$ cat config.mk
export PLATFORM = sky130hd
export DESIGN_NAME = pdp1_tp_seq
export DESIGN_NICKNAME = d
export VERILOG_FILES = /design/src/rtl/pdp1_pkg.sv /design/src/rtl/tp_tick.sv /design/src/rtl/pdp1_tp_seq.sv
export SDC_FILE = /design/constraint.sdc
export NUM_CORES = 1
export LEC_CHECK = 0
export BUFFER_PORTS_ARGS = -buffer_cell sky130_fd_sc_hd__buf_2
export CORE_MARGIN = 5
export CORE_UTILIZATION = 25
export CTS_CLUSTER_DIAMETER = 80
export CTS_CLUSTER_SIZE = 8
export DETAILED_ROUTE_END_ITERATION = 10
export MAX_ROUTING_LAYER = met4
export SLEW_MARGIN = 20
export SYNTH_ARGS = -nofsm -noshare
export SYNTH_HDL_FRONTEND = slang
export SYNTH_HIERARCHICAL = 1
export SYNTH_SLANG_ARGS = --single-unit
$ cat constraint.sdc
create_clock -name i_clk -period 2.2 [get_ports i_clk]
set_clock_uncertainty 0.1 [all_clocks]
set_input_delay 0.66 -clock i_clk [delete_from_list [all_inputs] [get_ports i_clk]]
set_output_delay 0.66 -clock i_clk [all_outputs]
set_load 0.02 [all_outputs]
$ cat src/rtl/pdp1_pkg.sv
// rtl/pdp1_pkg.sv - shared constants, state type and helpers for the PDP-1 core
package pdp1_pkg;

  localparam int CLK_NS         = 20;
  localparam int TP_SPACING_DEF = 25;
  localparam int NUM_TP_DEF     = 10;
  localparam int IOH_TP_DEF     = 7;

  typedef enum logic [1:0] {
    IDLE   = 2'd0,
    RUN    = 2'd1,
    IOWAIT = 2'd2
  } tp_state_e;

  function automatic int cnt_width(input int n);
    return (n > 1) ? $clog2(n) : 1;
  endfunction

endpackage

$ cat src/rtl/tp_tick.sv
// rtl/tp_tick.sv - reloadable down-counter timing the gap between TP pulses
module tp_tick #(
  parameter int W = 5
) (
  input  logic         i_clk,
  input  logic         i_reset,
  input  logic         i_load,
  input  logic [W-1:0] i_load_val,
  input  logic         i_en,
  output logic         o_zero
);

  logic [W-1:0] r_count;

  always_ff @(posedge i_clk) begin
    if (i_reset) begin
      r_count <= '0;
    end else if (i_load) begin
      r_count <= i_load_val;
    end else if (i_en && (r_count != '0)) begin
      r_count <= r_count - W'(1);
    end
  end

  assign o_zero = (r_count == '0);

endmodule

$ cat src/rtl/pdp1_tp_seq.sv
// rtl/pdp1_tp_seq.sv - PDP-1 memory-cycle timing-pulse sequencer (TP0..TP9)
module pdp1_tp_seq
  import pdp1_pkg::*;
#(
  parameter int TP_SPACING = TP_SPACING_DEF,
  parameter int NUM_TP     = NUM_TP_DEF,
  parameter int IOH_TP     = IOH_TP_DEF
) (
  input  logic              i_clk,
  input  logic              i_reset,
  input  logic              i_start,
  input  logic              i_stop,
  input  logic              i_single,
  input  logic              i_ioh,
  input  logic              i_io_done,
  output logic [NUM_TP-1:0] o_tp,
  output logic [3:0]        o_tp_idx,
  output logic              o_running,
  output logic              o_io_wait,
  output logic              o_cyc_end
);

  localparam int              CNT_W    = cnt_width(TP_SPACING);
  localparam logic [CNT_W-1:0] RELOAD  = CNT_W'(TP_SPACING - 1);
  localparam logic [3:0]      LAST_IDX = 4'(NUM_TP - 1);

  tp_state_e         r_state;
  tp_state_e         w_next;
  logic [3:0]        r_idx;
  logic              r_stop_pend;
  logic [NUM_TP-1:0] r_tp;
  logic [3:0]        r_tp_idx;
  logic              r_running;
  logic              r_io_wait;
  logic              r_cyc_end;
  logic              w_zero;
  logic              w_fire;
  logic              w_load;
  logic              w_en;
  logic              w_halt;
  logic [CNT_W-1:0]  w_load_val;
  logic [NUM_TP-1:0] w_tp_next;

  tp_tick #(.W(CNT_W)) u_tick (
    .i_clk      (i_clk),
    .i_reset    (i_reset),
    .i_load     (w_load),
    .i_load_val (w_load_val),
    .i_en       (w_en),
    .o_zero     (w_zero)
  );

  assign w_tp_next = NUM_TP'(1) << r_idx;

  // Stop/IO decisions are taken on the clock where the TP pulse is visible.
  always_comb begin
    w_next     = r_state;
    w_fire     = 1'b0;
    w_load     = 1'b0;
    w_en       = 1'b0;
    w_halt     = 1'b0;
    w_load_val = RELOAD;
    case (r_state)
      IDLE: begin
        w_load = 1'b1;
        if (i_start) begin
          w_fire = 1'b1;
          w_next = RUN;
        end else begin
          w_load_val = '0;
        end
      end
      RUN: begin
        if (w_zero) begin
          w_fire = 1'b1;
          w_load = 1'b1;
        end else begin
          w_en = 1'b1;
        end
        if (r_tp[NUM_TP-1] && (r_stop_pend || i_single)) begin
          w_halt = 1'b1;
          w_next = IDLE;
        end else if (r_tp[IOH_TP] && i_ioh && !i_io_done) begin
          w_next = IOWAIT;
          w_load = 1'b1;
          w_en   = 1'b0;
        end
      end
      IOWAIT: begin
        // Counter holds the full spacing; io_done resumes it like a fresh pulse.
        w_en = i_io_done;
        if (i_io_done) w_next = RUN;
      end
      default: w_next = IDLE;
    endcase
  end

  always_ff @(posedge i_clk) begin
    if (i_reset) begin
      r_state     <= IDLE;
      r_idx       <= '0;
      r_stop_pend <= 1'b0;
      r_tp        <= '0;
      r_tp_idx    <= '0;
      r_running   <= 1'b0;
      r_io_wait   <= 1'b0;
      r_cyc_end   <= 1'b0;
    end else begin
      r_state   <= w_next;
      r_running <= (w_next != IDLE);
      r_io_wait <= (w_next == IOWAIT);
      r_tp      <= w_fire ? w_tp_next : '0;
      r_cyc_end <= w_fire && (r_idx == LAST_IDX);
      if (w_fire) begin
        r_tp_idx <= r_idx;
        r_idx    <= (r_idx == LAST_IDX) ? 4'd0 : r_idx + 4'd1;
      end
      if (i_stop) begin
        r_stop_pend <= 1'b1;
      end else if (w_halt || (r_state == IDLE && i_start)) begin
        r_stop_pend <= 1'b0;
      end
    end
  end

  assign o_tp      = r_tp;
  assign o_tp_idx  = r_tp_idx;
  assign o_running = r_running;
  assign o_io_wait = r_io_wait;
  assign o_cyc_end = r_cyc_end;

endmodule

==> results.md <==
- Status: finished clean
- Hold Violations, Final: 0
- Nets: 188
- Initial Util: 25.5%
- Vias in the first global route: 992
- Most frequent cells in the layout: dfxtp_1 (28), buf_2 (23), nor2_1 (20), nand2_1 (11), buf_4 (8)
- DR pass1 iterations: 4
- CTS max path bufs: 2
- Gr usage total: 9.44%
- Core ar.: 5070 um2
- Sequential area share after synthesis: 44.8%
- RSZ-0062 raised after global routing: yes
- Fmax: 0.477 GHz
- Post-Synthesis Cell Area: 1300 um2
- CP required: 2.28 ns
- Antenna cells: 0
- Share of flip-flops with an asynchronous set or reset: 0%
- Syn-to-layout area delta: 32.6%
- Fillers: 554
- RR Startpoint: u_tick/r_count[1]
- Worst Path Buf+Inv: 2
- CTS HTree Levels: 2
- Worst skew pair latency: 0.28 ns
- FF+latch count, synth: 29
- Switch Pwr: 364 uW
- Leak: 0.000748 uW
- Largest net degree at the start of global routing: 20
- Area post-placement: 1550 um2
- CP startpoint kind: flop
- Critical Path AT: 2.18 ns
- Max Cap Viol: 0
- Critical Path Max Stage Delay: 0.35 ns
- Detail-routed via count per cell: 4.36
- Commonest non-fill, non-tap cell in the layout: dfxtp_1
- Slowest-stage cell, CP: or3_1
- Buffers on Ports: 23
- CTS tree: built
- Placer Congestion: 0.775
- DRC viols: 0
- Antenna violations before repair: 0
- Register area: 582 um2
- Crit path max fanout: 3
- Non-Filler Instances: 247
- Pint: 1020 uW
- Final setup viols: 0
- Gate power share: 15.9%
- Slew Limit Fails: 0
- Multi-input logic area: 703 um2
- Net Sw Frac: 26.3%
- Grt total ovfl: 0
- Final Instance Area: 1720 um2
- Worst path top cell family by delay: simple AND/OR/NAND/NOR gates
- Peak VDD IR: 0.000390 V
- Ports: 24
- First-pass GRT wire length: 4.59 mm
- Clk slew on worst S/H paths: 0.06 ns
- Final worst-path cycle share: 95.3%
- Fin crit period: 2.10 ns
- Sink Count: 29
- CP endpoint kind: flop
- Library cells used by synthesis: 43
- Synth Warn #: 6
- Post-synth EDFFs: 0
- Via count: 1078
- Clock Power Share: 41.9%
- Wirelength per Cell: 11.4 um
- DRT iter0 DRCs: 76
- Post-CTS Hold Buffers: 0
- Detailed placement HPWL: 1.94 mm
- Placed cells: 239
- Mean Syn Cell Area: 9.19 um2
- Rows: 26
- Die area: 6720 um2
- Layout cell share with drive strength beyond 1: 32.8%
- Die extent in y: 82.0 um
- Clock root buffer: clkbuf_8
- Chip width: 82.0 um
- Setup crit start: u_tick/r_count[1]
- Antenna Violating Nets Remaining: 0
- Worst hold start: o_tp_idx[0]
- Mapped Cells: 141
- CP cell instances: inv_2 -> ha_4 -> or4b_4 -> inv_4 -> a21oi_2 -> a22oi_2 -> nor2b_2 -> nand2_1 -> or3_1 -> a221oi_1
- Synth Flop Type: dfxtp_1
- Total CTS buffers: 5
- Critical path class: reg -> reg
- Power share of the sequential group: 42.2%
- PD cells: 805 nW/um2
- Min-Delay Path Class: reg -> reg
- WL final: 2.82 mm
==> metrics by stage <==
step                      setup slack (ns)  hold WS [ns]  setup TNS, ns  utilization [%]  total power (uW)
after floorplan                    0.00598         0.352              0                -               739
after global placement              0.0453         0.349              0             30.4               793
after detailed placement           0.00834         0.354              0             30.4               793
after CTS                           0.0192         0.370              0             32.8              1380
after global routing               -0.0479         0.424        -0.0615             33.9              1460
final                                0.104         0.366              0             33.9              1380
==> cells by family (layout without fill, tap and decap cells) <==
kind of cell	Yosys count	count (layout)	share of synthesized area, %
flip-flops	29	29	44.8
buffers and inverters	16	50	5.60
other	1	3	0.289
multiplexers	3	3	2.32
AO/OA/AOI/OAI	31	31	20.0
AND/OR/NAND/NOR	55	55	21.5
XOR/XNOR	1	1	0.676
adder cells (fa/ha/maj)	5	5	4.83
==> sequential cells by signal, summed over array words and instances, names as in the netlist <==
name and cells:
o_tp 10, o_tp_idx 4, r_idx 4, o_io_wait 1, r_state 2, o_running 1, r_stop_pend 1, u_tick/r_count 5
o_cyc_end 1
==> worst reg2reg max path, stage by stage (launching register included) <==
cell and delay, ns:
dfxtp_1 0.34, inv_2 0.06, ha_4 0.15, or4b_4 0.21, inv_4 0.03, a21oi_2 0.13
a22oi_2 0.07, nor2b_2 0.18, nand2_1 0.11, or3_1 0.35, a221oi_1 0.26
==> layout make-up <==
type                    count  share of cell area (%)
multi-input cells          98                    40.9
flip-flops and latches     29                    33.8
repair buffers             32                    10.8
well taps                  70                    5.09
clock buffers               6                    4.80
inverters                  10                    2.33
clock inverters             2                    2.18
==> what timing repair did <==
action | 4_1_cts | 5_1_grt
gates resized for setup | 0 | 12
buffers inserted | 0 | 0
setup endpoints to repair | 0 | 6
==> final timing paths <==
check / slack [ns] / endpoint / depth (start not counted)
worst max-delay path: 0.10 / u_tick/r_count[2] / 10
worst min-delay path: 0.37 / o_tp_idx[0] / 2
worst max register to register: 0.10 / u_tick/r_count[2] / 10
worst min register to register: 0.37 / o_tp_idx[0] / 2
==> power groups by stage <==
stage,clock network (uW),logic (uW),registers (uW)
final,579,220,584
after floorplan,0,151,588
after CTS,595,201,582
after detailed placement,0,200,593
after global routing,624,245,589
after global placement,0,199,594
==> cells in the mapped netlist, types with 2 or more instances <==
library cell  number  share of area [%]
a21oi_1            8                3.1
a22oi_1            2                1.2
a311oi_1           3                2.0
clkbuf_1           3               0.87
dfxtp_1           29                 45
ha_1               5                4.8
inv_1             10                2.9
mux2i_1            3                2.3
nand2_1           11                3.2
nand2b_1           2               0.97
nor2_1            20                5.8
nor2b_1            5                2.4
nor3_1             6                2.3
o21a_1             2                1.2
o21ai_0            3                1.2
or3_1              2               0.97
==> layer usage <==
| layer | vias up | GRT usage [%] | share of wire, % |
|---|---|---|---|
| li1 | 556 | - | - |
| met1 | 492 | 11.8 | 46 |
| met2 | 21 | 13.3 | 48 |
| met3 | 9 | 3.29 | 3.7 |
| met4 | 0 | 4.98 | 1.9 |
| met5 | - | - | 0 |
Note: power is estimated with default switching activity, not from simulation.
